### src/rtl/div16_seq_if.sv
// Request/response bundle for the sequential divider: operands and start from
// the execute stage, registered quotient/remainder and status back.
interface div16_seq_if #(
  parameter int WIDTH = 16
);
  logic             start;
  logic             sgn;
  logic [WIDTH-1:0] inA;
  logic [WIDTH-1:0] inB;
  logic [WIDTH-1:0] quot;
  logic [WIDTH-1:0] rem;
  logic             busy;
  logic             done;
  logic             divZero;

  // start is a request sampled only while the divider is idle or presenting a
  // result (done cycle); done is a one-cycle pulse qualifying quot/rem/divZero.
  modport master (
    output start, sgn, inA, inB,
    input  quot, rem, busy, done, divZero
  );

  modport slave (
    input  start, sgn, inA, inB,
    output quot, rem, busy, done, divZero
  );
endinterface

### src/rtl/div16_seq.sv
// Restoring shift-subtract divider, one quotient bit per clock, unsigned or
// two's-complement signed; quotient truncates toward zero, remainder follows dividend.
module div16_seq #(
  parameter int WIDTH = 16
) (
  input  logic       clk,
  input  logic       rst_n,
  div16_seq_if.slave bus,
  output logic [1:0] stateDbg
);

  localparam int CNTW = $clog2(WIDTH) + 1;

  typedef enum logic [1:0] {
    IDLE = 2'd0,
    CALC = 2'd1,
    DONE = 2'd2
  } stateT;

  stateT            state;
  stateT            nextState;
  logic [CNTW-1:0]  cnt;
  logic [WIDTH:0]   partRem;
  logic [WIDTH-1:0] dvd;
  logic [WIDTH-1:0] dvsr;
  logic [WIDTH-1:0] origA;
  logic             qSign;
  logic             rSign;
  logic             pendZero;

  logic             accept;
  logic             lastIter;
  logic             inBZero;
  logic [WIDTH-1:0] magA;
  logic [WIDTH-1:0] magB;
  logic [WIDTH:0]   shifted;
  logic [WIDTH+1:0] diff;
  logic             trialNeg;
  logic [WIDTH:0]   newRem;
  logic [WIDTH-1:0] newDvd;
  logic [WIDTH-1:0] remMag;
  logic [WIDTH-1:0] quotOut;
  logic [WIDTH-1:0] remOut;

  assign stateDbg = state;

  // A zero divide sits in DONE for one busy cycle (pendZero) before its result
  // cycle, so new requests are only taken once that result is on the outputs.
  assign accept   = bus.start && ((state == IDLE) || ((state == DONE) && !pendZero));
  assign lastIter = (cnt == CNTW'(WIDTH - 1));
  assign inBZero  = (bus.inB == '0);

  // Magnitude of the most negative value wraps back to itself, which is the
  // correct unsigned magnitude.
  assign magA = (bus.sgn && bus.inA[WIDTH-1]) ? (~bus.inA + 1'b1) : bus.inA;
  assign magB = (bus.sgn && bus.inB[WIDTH-1]) ? (~bus.inB + 1'b1) : bus.inB;

  assign shifted  = {partRem[WIDTH-1:0], dvd[WIDTH-1]};
  assign diff     = {1'b0, shifted} - {2'b00, dvsr};
  assign trialNeg = diff[WIDTH+1];
  assign newRem   = trialNeg ? shifted : diff[WIDTH:0];
  assign newDvd   = {dvd[WIDTH-2:0], ~trialNeg};
  assign remMag   = newRem[WIDTH-1:0];
  assign quotOut  = qSign ? (~newDvd + 1'b1) : newDvd;
  assign remOut   = rSign ? (~remMag + 1'b1) : remMag;

  always_ff @(posedge clk or negedge rst_n) begin
    if (!rst_n) begin
      state <= IDLE;
    end else begin
      state <= nextState;
    end
  end

  always_comb begin
    nextState = state;
    case (state)
      IDLE: begin
        if (accept) nextState = inBZero ? DONE : CALC;
      end
      CALC: begin
        if (lastIter) nextState = DONE;
      end
      DONE: begin
        if (pendZero)    nextState = DONE;
        else if (accept) nextState = inBZero ? DONE : CALC;
        else             nextState = IDLE;
      end
      default: nextState = IDLE;
    endcase
  end

  always_ff @(posedge clk or negedge rst_n) begin
    if (!rst_n) begin
      cnt         <= '0;
      partRem     <= '0;
      dvd         <= '0;
      dvsr        <= '0;
      origA       <= '0;
      qSign       <= 1'b0;
      rSign       <= 1'b0;
      pendZero    <= 1'b0;
      bus.quot    <= '0;
      bus.rem     <= '0;
      bus.busy    <= 1'b0;
      bus.done    <= 1'b0;
      bus.divZero <= 1'b0;
    end else begin
      bus.done <= 1'b0;
      if (accept) begin
        qSign       <= bus.sgn & (bus.inA[WIDTH-1] ^ bus.inB[WIDTH-1]);
        rSign       <= bus.sgn & bus.inA[WIDTH-1];
        dvd         <= magA;
        dvsr        <= magB;
        origA       <= bus.inA;
        partRem     <= '0;
        cnt         <= '0;
        pendZero    <= inBZero;
        bus.busy    <= 1'b1;
        bus.divZero <= 1'b0;
      end else if (state == CALC) begin
        partRem <= newRem;
        dvd     <= newDvd;
        cnt     <= cnt + 1'b1;
        if (lastIter) begin
          bus.quot <= quotOut;
          bus.rem  <= remOut;
          bus.done <= 1'b1;
          bus.busy <= 1'b0;
        end
      end else if ((state == DONE) && pendZero) begin
        // Zero divisor reports the raw dividend, independent of sgn.
        bus.quot    <= '1;
        bus.rem     <= origA;
        bus.divZero <= 1'b1;
        bus.done    <= 1'b1;
        bus.busy    <= 1'b0;
        pendZero    <= 1'b0;
      end
    end
  end

endmodule

### src/flat_wrapper.sv
// flat-port wrapper written by rule: the top's interface ports become plain ports
module div16_seq_flat 
#(
  parameter int WIDTH = 16
)
  (clk, rst_n, stateDbg, bus_start, bus_sgn, bus_inA, bus_inB, bus_quot, bus_rem, bus_busy, bus_done, bus_divZero);
  div16_seq_if #(.WIDTH(WIDTH)) bus_i ();
  input  logic clk;
  input  logic rst_n;
  output logic [1:0] stateDbg;
  input wire logic [$bits(bus_i.start)-1:0] bus_start;
  input wire logic [$bits(bus_i.sgn)-1:0] bus_sgn;
  input wire logic [$bits(bus_i.inA)-1:0] bus_inA;
  input wire logic [$bits(bus_i.inB)-1:0] bus_inB;
  output wire logic [$bits(bus_i.quot)-1:0] bus_quot;
  output wire logic [$bits(bus_i.rem)-1:0] bus_rem;
  output wire logic [$bits(bus_i.busy)-1:0] bus_busy;
  output wire logic [$bits(bus_i.done)-1:0] bus_done;
  output wire logic [$bits(bus_i.divZero)-1:0] bus_divZero;
  assign bus_i.start = bus_start;
  assign bus_i.sgn = bus_sgn;
  assign bus_i.inA = bus_inA;
  assign bus_i.inB = bus_inB;
  assign bus_quot = bus_i.quot;
  assign bus_rem = bus_i.rem;
  assign bus_busy = bus_i.busy;
  assign bus_done = bus_i.done;
  assign bus_divZero = bus_i.divZero;
  div16_seq #(.WIDTH(WIDTH)) u_core (.clk(clk), .rst_n(rst_n), .bus(bus_i), .stateDbg(stateDbg));
endmodule
### config.mk
export PLATFORM = sky130hd
export DESIGN_NAME = div16_seq_flat
export DESIGN_NICKNAME = d
export VERILOG_FILES = /design/src/rtl/div16_seq_if.sv /design/src/rtl/div16_seq.sv /design/src/flat_wrapper.sv
export SDC_FILE = /design/constraint.sdc
export NUM_CORES = 1
export LEC_CHECK = 0
export CAP_MARGIN = 20
export CORE_UTILIZATION = 40
export CTS_BUF_LIST = sky130_fd_sc_hd__clkbuf_8
export DETAILED_ROUTE_END_ITERATION = 8
export MAX_ROUTING_LAYER = met4
export SLEW_MARGIN = 20
export SYNTH_ARGS = -nofsm -noshare
export SYNTH_HDL_FRONTEND = slang
export SYNTH_SLANG_ARGS = --single-unit
### constraint.sdc
create_clock -name clk -period 6.2 [get_ports clk]
set_input_delay 0.62 -clock clk [delete_from_list [all_inputs] [get_ports clk]]
set_output_delay 0.62 -clock clk [all_outputs]
set_load 0.01 [all_outputs]
* Yosys cells after proc, flatten, opt, wreduce, memory -nomap -nowiden *
Index checks and enable logic that the tools add are counted.
Widths: inputs -> output; s select.

word-level totals
  logic and storage cells = 89
  input port bits = 36
  flip-flop bits (word level) = 109
  output and inout port bits = 37

cells by class
  reduce and logical (&&, ||, !) cells = 17
  add/sub/neg operators = 6
  equality and inequality tests = 7
  bitwise gates (word level) = 9
  mux-type cells = 36

operators with widths
  operator               count
  $mux 16                15
  $add 16x1->16 const B  4
  $not 16->16            4
  $sub 17x16->18         1
  $logic_not 16->1       1
  $mux 1                 13
  $mux 2                 5
  $mux 5                 2
  $ne 2x1->1 const B     3
  $pmux 2 s3             1
  $reduce_and 2->1       3
  $reduce_bool 2->1      3
  $add 5x1->5 const B    1
  $eq 5x4->1 const B     1
  $logic_and 1x1->1      5
  $ne 3x1->1 const B     1
  $reduce_and 3->1       1
  $reduce_bool 3->1      1
  $and 1x1->1            2
  $eq 2x1->1 const B     1
  $eq 2x2->1 const B     1
  $logic_not 2->1        1
  $not 1->1              2
  $logic_not 1->1        1
  other kinds (2)        2

* Logic depth before layout (Yosys ltp) *
  word-level depth = 7
  gate-level depth with buffers = 20
  depth with buffers taken out = 18

* Worst setup path before layout *
OpenSTA, ideal clock, no wires.

  path kind = reg-to-reg
  start = reg u_core.partRem[9]
  end = reg u_core.bus.rem[12]
  library setup time = 0.069 ns
  clock period less this slack = 4.028 ns
  slack = 2.172 ns
  required time = 6.131 ns
  cell stages (with the launch flop) = 20
  arrival = 3.959 ns
  path buffers = 2
  path through = dfrtp_1 -> ha_1 -> buf_2 -> nand2_1 -> nor3_1 -> o21ai_1 -> and2_4 -> o31ai_4 -> clkbuf_1 -> nand2_1 -> o21ai_0 -> ha_1 -> nand2_1 -> or2_2 -> nor4b_1 -> mux2i_1 -> o21bai_1 -> a211o_1 -> a211o_1 -> nand3_1

between the ends
  longest elaborated chain between the ends = 7

ends and longest elaborated chain
  element                 RTL line            source
  from (decl)             div16_seq.sv:23     logic [WIDTH:0] partRem;
  from (signal assigned)  div16_seq.sv:122    partRem <= newRem;
  $sub 17x16->18          div16_seq.sv:59     assign diff = {1'b0, shifted} - {2'b00, dvsr};
  $mux 16 *               div16_seq.sv:61     assign newRem = trialNeg ? shifted : diff[WIDTH:0];
  $not 16->16             div16_seq.sv:65     assign remOut = rSign ? (~remMag + 1'b1) : remMag;
  $add 16x1->16           div16_seq.sv:65
  $mux 16 *               div16_seq.sv:65
  $mux 16 *               div16_seq.sv:125    if (lastIter) begin
  $mux 16 *               div16_seq.sv:121    end else if (state == CALC) begin
  to (signal assigned)    div16_seq.sv:127    bus.rem <= remOut;
  to (signal assigned)    div16_seq.sv:134    bus.rem <= origA;
  to (decl)               div16_seq_if.sv:25  output quot, rem, busy, done, divZero

Every way passes the cells marked *; elsewhere a longest branch is shown, timed or not. The select of a mux whose other input is x is not followed.
A chain may end at the register's enable or synchronous reset.

* Final worst setup path *
  start = reg u_core.partRem[2]
  end = reg u_core.bus.rem[14]

Same word-level chain as after synthesis.

==> impl_metrics.py <==
metrics = {
    "cts": {
        "tritoncts": "yes",
        "cts_made_buffers": 9,
        "postCtsSetupBuffers": 0,
        "post_cts_resized": 0,
        "worst_skew_pair.late_latency_ns": 0.40,
        "cts_max_level": 3,
        "clkTransAtPathRegs_ns": 0.12,
        "cts_sinks": 109,
        "cts.root.buffer_cell": "clkbuf_8",
        "clockBufferDepth": 2,
        "cts_hold_buf": 0,
    },
    "yosys": {
        "synth_adder_area_share_pct": 4.41,
        "synth-simple-area-share_pct": 19.7,
        "synthesis.instances": 807,
        "postSynth.asyncResetShare_pct": 100,
        "syn-num-nets": 866,
        "syn_area_um2": 6700,
        "synth-edff-count": 0,
        "yosys.area.top_type_share_pct": 40.7,
        "predominant_post_synthesis_flop_cell": "dfrtp_1",
        "share_of_the_yosys_chip_area_belonging_to_registers_pct": 40.7,
        "synth_top_family_by_area": "compound AO/OA/AOI/OAI gates",
        "synthesis.area_per_instance_um2": 8.30,
        "synth_area_leader_cell": "dfrtp_1",
        "synth-compound-area-share_pct": 20.0,
        "post_synthesis_share_of_cell_area_spent_on_xor_and_xnor_gates_pct": 9.03,
        "synth.yosys.warnings": 0,
        "synth_cell_type_count": 60,
        "synth.area.top_cells": "dfrtp_1 41%, nand2_1 7.8%, o21ai_0 6.2%, xnor2_1 4.8%, a21oi_1 4.4%",
        "post_synth_mux_area_share_pct": 1.79,
        "ys_seq_elements": 109,
    },
    "final_layout": {
        "area_delta_synth_final_pct": 15.9,
        "final_layout_size_suffix_gt1_share_pct": 4.55,
        "antenna_cells": 0,
        "final_core_util_pct": 48.2,
        "nets": 913,
        "stdcell_count": 1074,
    },
    "setup_path": {
        "worst_setup_path_start_kind": "flop",
        "critPathBufInv": 0,
        "ff_to_ff_path_depth": 17,
        "r2r_start": "u_core.partRem[2]$_DFFE_PN0P_",
        "cp_top_family": "compound AO/OA/AOI/OAI gates",
        "worstPathMaxFanout": 6,
        "r2r_end": "u_core.bus.rem[14]$_DFFE_PN0P_",
        "critical_path_depth": 17,
        "critical-path-slowest-cell": "dfrtp_1",
        "setup_crit_start": "u_core.partRem[2]$_DFFE_PN0P_",
        "delay_of_the_slowest_cell_on_the_worst_path_ns": 0.46,
        "path_class": "flop to flop",
        "r2r_setup_slack_ns": 2.09,
        "endpoint_kind": "flop",
        "required_ns": 6.45,
        "cp_cell_sequence": "ha_1 -> nand3_1 -> a21oi_1 -> o21ai_1 -> and2_4 -> o31ai_4 -> nand2_1 -> o21ai_0 -> ha_1 -> nand2_1 -> or2_2 -> nor4b_1 -> mux2i_1 -> o21bai_1 -> o31ai_1 -> xor2_1 -> a21oi_1",
        "timing.critical_path.arrival_ns": 4.36,
    },
    "placed_design": {
        "place.port_buffers": 72,
        "gpl.final_weighted_congestion": 0.856,
        "post-place-cells": 1059,
        "detailedPlacementHpwl_um": 13600,
    },
    "routing": {
        "viasPerCell": 5.57,
        "routedLengthMet1_um": 9250,
        "drtPass1Iterations": 5,
        "met3_routed_length_um": 780,
        "post_drt_wl_per_cell_um": 17.2,
        "post-route-drc-count": 0,
        "highest_layer": "met4",
        "detail-route-antenna-nets": 0,
        "finalWirelength_um": 18500,
        "met2WireLength_um": 8050,
        "dr_total_vias": 5982,
        "first_iter_violations": 507,
    },
    "run_status": {
        "outcome": "completed",
    },
    "power": {
        "total_power_w": 0.00480,
        "static-leakage-power_nw": 3.34,
        "pwrdens_nw_per_um2": 618,
        "irDropWorstVdd_v": 0.000283,
    },
    "grt": {
        "grt_max_degree": 58,
        "first_global_vias": 5605,
        "grt_first_pass_wirelength_um": 30100,
        "global_route.usage.total_pct": 22.7,
        "overflow": 0,
        "grt_antenna_before_repair": 0,
    },
    "timing": {
        "setup_tns_ns": 0,
        "timing_worst_slew_pin_value_ns": 1.02,
        "slew_violations": 0,
        "fin_worst_hold_slack_ns": 0.296,
        "rsz0062_at_grt": "false",
        "finalClockSkew_ns": 0.0171,
        "setup-violations-final": 0,
        "fmaxAchievable_mhz": 243,
        "timing_hold_violations_final": 0,
        "timing.final.crit_share_pct": 66.3,
        "slew-limit-headroom_pct": 32.2,
        "final.min_clock_period_ns": 4.11,
    },
    "floorplanning": {
        "rows": 46,
        "die_x_um": 131,
        "die_area_um2": 17300,
        "die_height_um": 131,
        "core_um2": 16100,
        "design.portCount": 73,
        "floorplan.initialDensity_pct": 41.5,
    },
    "job": {
        "timing.max_cap.violations": 0,
    },
    "worst_hold_path": {
        "hold_path.class": "input pin to asynchronous set/reset pin",
    },
}
==> sequential cells by signal, indices dropped and copies added, names as in the netlist, 2 cells and up <==
register / cells
u_core.stateDbg: 2
u_core.cnt: 5
u_core.bus.rem: 16
u_core.dvd: 16
u_core.origA: 16
u_core.dvsr: 16
u_core.partRem: 16
u_core.bus.quot: 16
==> worst max path at each step <==
stage                                                end  slack (ns)
after global placement    u_core.bus.rem[14]$_DFFE_PN0P_        2.25
after CTS                 u_core.bus.rem[14]$_DFFE_PN0P_        2.12
after detailed placement  u_core.bus.rem[14]$_DFFE_PN0P_        2.14
final                     u_core.bus.rem[14]$_DFFE_PN0P_        2.09
after global routing      u_core.bus.rem[14]$_DFFE_PN0P_        1.67
after floorplan           u_core.bus.rem[12]$_DFFE_PN0P_        2.17
==> cells in the mapped netlist (3+ instances only) <==
cell	n
a31oi_1	14
o41ai_1	7
mux2i_1	12
nand3_1	25
xor2_1	32
and3_1	3
o22ai_1	3
or3_1	9
xnor2_1	37
a211o_1	3
nor3_1	10
or4_1	4
nand2b_1	7
dfrtp_1	109
or2_2	4
clkbuf_1	39
nor2b_1	3
a21oi_1	59
o21a_1	3
ha_1	22
nand2_1	140
nor4_1	3
o31ai_1	10
o21ai_0	83
and2_1	5
a21o_1	3
a22oi_1	11
nor2_1	74
inv_1	34
==> power by group <==
group          total, W  internal [W]  switching, W
combinational   0.00301       0.00124       0.00177
sequential      0.00136       0.00105      0.000312
clock          0.000427      0.000154      0.000273
==> final cells by class <==
class,count,area [µm²]
fill,1597,8360
multi-input combinational,622,3690
sequential,109,2730
timing repair buffer,77,756
tap,216,270
inverter,35,134
clock buffer,9,124
clock inverter,6,55.1
==> logic make-up after synthesis <==
logic type / Yosys count
simple gates: 298
compound gates: 220
flops: 109
buf+inv: 76
xor+xnor: 69
fa+ha+maj: 23
mux: 12
==> per-stage QoR <==
step	instance area (µm²)	worst slack, ns
finish	7760	2.09
global route	7760	1.67
CTS	7750	2.12
detailed placement	7570	2.14
global placement	7570	2.25
floorplan	6700	2.17
==> cells in the final DEF, fill, tap and decap left out, types with 4 or more instances in the layout <==
master	instances
and2_1	5
or2_2	4
clkbuf_8	9
nand2_1	140
nand3_1	25
buf_4	6
mux2i_1	12
ha_1	22
xnor2_1	37
nand2b_1	6
nor3_1	10
a22oi_1	11
a31oi_1	14
clkdlybuf4s50_1	71
o41ai_1	7
xor2_1	32
dfrtp_1	109
or3_1	9
o21ai_0	83
inv_1	34
a21oi_1	58
o31ai_1	10
or4_1	4
nor2_1	73
==> worst reg2reg max path: cells and delay by family (launching register included) <==
kind / cells / cell delay [ns]
mux: 1 / 0.14
simple gates: 6 / 1.03
xor+xnor: 1 / 0.17
compound gates: 7 / 1.49
fa+ha+maj: 2 / 0.68
flops: 1 / 0.46
==> routing by layer <==
layer  GRT usage, %  up-vias
met4           8.79        0
met3           2.93       33
li1               -     2888
met2           31.7      175
met1           33.2     2886
met5              -        -
Power figures use the tool's default switching activity.
